## config.mk

```make
export PLATFORM = sky130hd
export DESIGN_NAME = maze_step_decode
export DESIGN_NICKNAME = d
export VERILOG_FILES = /design/src/rtl/maze_pkg.sv /design/src/rtl/maze_step_decode.sv
export SDC_FILE = /design/constraint.sdc
export NUM_CORES = 1
export LEC_CHECK = 0
export BUFFER_PORTS_ARGS = -buffer_cell sky130_fd_sc_hd__buf_2
export CAP_MARGIN = 20
export CORE_AREA = 8 8 45 47
export DETAILED_ROUTE_END_ITERATION = 7
export DIE_AREA = 0 0 53 55
export PLACE_DENSITY = 0.65
export SYNTH_ARGS = -nofsm -noshare
export SYNTH_HDL_FRONTEND = slang
export SYNTH_SLANG_ARGS = --single-unit
```

## constraint.sdc

```tcl
create_clock -name vclk -period 2.34
set_clock_uncertainty 0.05 [all_clocks]
set_input_delay 0.468 -clock vclk [all_inputs]
set_output_delay 0.468 -clock vclk [all_outputs]
set_load 0.05 [all_outputs]
```

## src/rtl/maze_pkg.sv

```systemverilog
// Shared encodings for the maze solver/checker pair: moves, error codes, FSM states, address packing.
// Pure declarations; no timing or flow control of its own.
package maze_pkg;

   localparam logic [1:0] MV_UP    = 2'b00;
   localparam logic [1:0] MV_RIGHT = 2'b01;
   localparam logic [1:0] MV_LEFT  = 2'b10;
   localparam logic [1:0] MV_DOWN  = 2'b11;

   localparam logic [1:0] ERR_NONE    = 2'b00;
   localparam logic [1:0] ERR_WALL    = 2'b01;
   localparam logic [1:0] ERR_RANGE   = 2'b10;
   localparam logic [1:0] ERR_TIMEOUT = 2'b11;

   typedef enum logic [2:0] {
      ST_IDLE = 3'd0,
      ST_RD   = 3'd1,
      ST_EVAL = 3'd2,
      ST_WAIT = 3'd3,
      ST_PASS = 3'd4,
      ST_FAIL = 3'd5
   } state_t;

   // Row-major {y, x}; callers truncate the result to 2*n bits.
   function automatic logic [31:0] pack_addr(input logic [15:0] x, input logic [15:0] y,
                                             input int unsigned n);
      return ({16'b0, y} << n) | {16'b0, x};
   endfunction

endpackage

```

## src/rtl/maze_step_decode.sv

```systemverilog
// Applies one 2-bit move to (x, y) and flags a step off the grid; purely combinational.
// Zero latency, no flow control.
module maze_step_decode
   import maze_pkg::*;
#(
   parameter int N = 4
) (
   input  logic [N-1:0] x,
   input  logic [N-1:0] y,
   input  logic [1:0]   move,
   output logic [N-1:0] nx,
   output logic [N-1:0] ny,
   output logic         out_of_range
);

   logic [N:0] ex;
   logic [N:0] ey;

   // One extra bit: -1 and 2^N both land with the top bit set.
   always_comb begin
      ex = {1'b0, x};
      ey = {1'b0, y};
      case (move)
         MV_UP:    ey = ey - (N+1)'(1);
         MV_RIGHT: ex = ex + (N+1)'(1);
         MV_LEFT:  ex = ex - (N+1)'(1);
         MV_DOWN:  ey = ey + (N+1)'(1);
         default:  ex = {1'b0, x};
      endcase
   end

   assign nx           = ex[N-1:0];
   assign ny           = ey[N-1:0];
   assign out_of_range = ex[N] | ey[N];

endmodule

```

==> summary.txt <==
CTS
  – Post-CTS Hold Buffers: 0

Drt
  – Wire per inst: between 10 and 15 µm
  – DRT Pass-1 Iters: 3
  – Final WL: 1210 µm
  – DR vias/cell: 4.84
  – Initial DRC count: 1
  – Vias: 474
  – Antenna viol nets, final: 0
  – DRC viols: 0

Timing
  – Final period util: 1.07
  – Hold Fails Final Rpt: 0
  – Setup repair after global routing missed its margin: yes
  – Final Slew Violations: 0
  – Final period demand of the worst path: 2.50 ns
  – Worst-Margin Slew: 0.252 ns
  – # setup viols final: 3
  – Hold slack: 1.27 ns
  – Max Clk Rate: 400 MHz
  – Final worst slack: -0.158 ns
  – Slew Limit Headroom: 0.833

Floorplanning
  – Cell row count: 14
  – DIE AREA: 2920 µm²
  – DIE WIDTH: between 50 and 60 µm
  – Core ar.: 1380 µm²
  – I/O pin count: 19
  – Initial Utilization: 0.288
  – Die Span Y: 55 µm

Cells and area
  – FF+latch area: 0 µm²
  – Diode count: 0
  – Most frequent cells in the layout: buf_4, buf_2, buf_6
  – Synthesis-to-layout area growth: 100%
  – Commonest non-fill, non-tap cell in the layout: buf_4
  – Share of post-route cells with drive strength above 1: 0.683
  – NumNets Final: 102
  – Final non-filler cell total: 98
  – Number of clock buffers in the layout: 0
  – Seq cells: 0

Worst setup path
  – CP startpoint: move[0]
  – Buf/Inv on CP: 4
  – Worst path cell trace: buf_12, inv_12, ha_4, xor2_1, ha_2, nor2b_4, buf_6, a31oi_4, o32ai_2, o221a_2, buf_8
  – Slowest CP cell: o221a_2
  – CP Max Fanout: 3
  – CP delay by family, top: compound AO/OA/AOI/OAI gates
  – Worst setup path endpoint: out_of_range
  – Critical path's largest stage delay: around 0.25 ns
  – Crit path depth: 11
  – Req. time, crit path: 1.82 ns
  – CP arrival: a little under 2 ns
  – Crit Path Class: primary input to output pin
  – Crit. End Element: output pin
  – CP startpoint kind: primary input

Pwr
  – Peak VDD IR: 0.204 mV
  – Pwr dens: 379 nW/µm²
  – Tot Pwr: 0.302 mW
  – Pleak: around 0.36 nW

Global route
  – Vias in the first global route: around 480
  – Grt total ovfl: 0
  – First-pass GRT wire length: 1930 µm
  – Pin count of the biggest net entering global routing: 8
  – Initial antenna violation count: 0
  – GRT Util Overall: 0.0802

Synth
  – Mean Syn Cell Area: between 8 and 9 µm²
  – Synthesized instance count: a little under 50
  – Post-synthesis cell type count: 26
  – Synth Cell Area: 398 µm²
  – Synthesized net count: 67
  – Sequential element share of the synthesized area: 0
  – Synth warn: 0

Placement
  – Dpl cells: 97
  – GPL Wtd Cong: 0.742
  – Post-DP HPWL: about 910 µm
  – Post-Place Worst Slack: -0.379 ns
  – Port Buffer Count: 19

Run
  – Maxcap violations: 0

Status
  – Failing checks: negative setup slack
  – Status: finished, violations left

Min path
  – Worst hold path type: primary input to output pin
## cell type report
cell class / instances / area, µm²
fill: 124 / 587
inverter: 4 / 27.5
multi-input combinational: 43 / 474
tap: 16 / 20.0
timing repair buffer: 35 / 275
## logic make-up after synthesis
family	synth area share
simple gates	0.173
compound gates	0.198
xor+xnor	0.176
fa+ha+maj	0.270
buf+inv	0.0629
mux	0.119
## power by group
group / switching [mW] / leakage [nW] / internal [mW]
combinational: 0.172 / 0.362 / 0.130
sequential: 0 / 0 / 0
clock: 0 / 0 / 0
total: 0.172 / 0.362 / 0.130
## what timing repair did
item / CTS / global route
resized for setup: 22 / 7
gates cloned: 0 / 0
setup endpoints to repair: 5 / 5
buffers inserted: 0 / 1
pin swaps: 10 / 8
## tightest hold or removal path, cell delays in order
cell	delay, ns
buf_2	0.09
mux2_4	0.14
buf_6	0.15
## per-layer routing
layer  vias to the layer above  GRT usage  share of wire
li1                        237          -              -
met1                       225     0.0848           0.37
met2                        12      0.176           0.57
met3                         0    0.00267          0.061
met4                         0          0              0
met5                         -          0              0
## cells in the mapped netlist, types with 2 or more instances
library cell	number	area [µm²]
nor2b_1	3	18.8
xnor2_1	3	26.3
buf_2	2	10.0
xor2_1	5	43.8
o21ai_0	2	10.0
nor2_1	2	7.51
a21oi_1	2	10.0
nand2_1	2	7.51
mux2_2	2	22.5
ha_1	7	87.6
inv_1	4	15.0
## how the worst min path moves through the flow
| stage | from | end | slack [ns] | depth (start not counted) |
|---|---|---|---|---|
| final | y[3] | ny[3] | 1.27 | 3 |
| after global routing | y[3] | ny[3] | 1.28 | 3 |
| after CTS | x[3] | nx[3] | 1.25 | 3 |
| after detailed placement | x[3] | nx[3] | 1.29 | 3 |
| after global placement | x[3] | nx[3] | 1.29 | 3 |
| after floorplan | x[2] | nx[2] | 1.00 | 1 |
## through the flow
stage                     instance area [µm²]  utilization  TNS, ns
after global placement                    681        0.492    -1.13
after floorplan                           469            -   -0.113
after detailed placement                  681        0.492    -1.21
after global routing                      797        0.576   -0.668
after CTS                                 748        0.541   -0.342
final                                     797        0.576   -0.379
(Power assumes the default switching activity.)
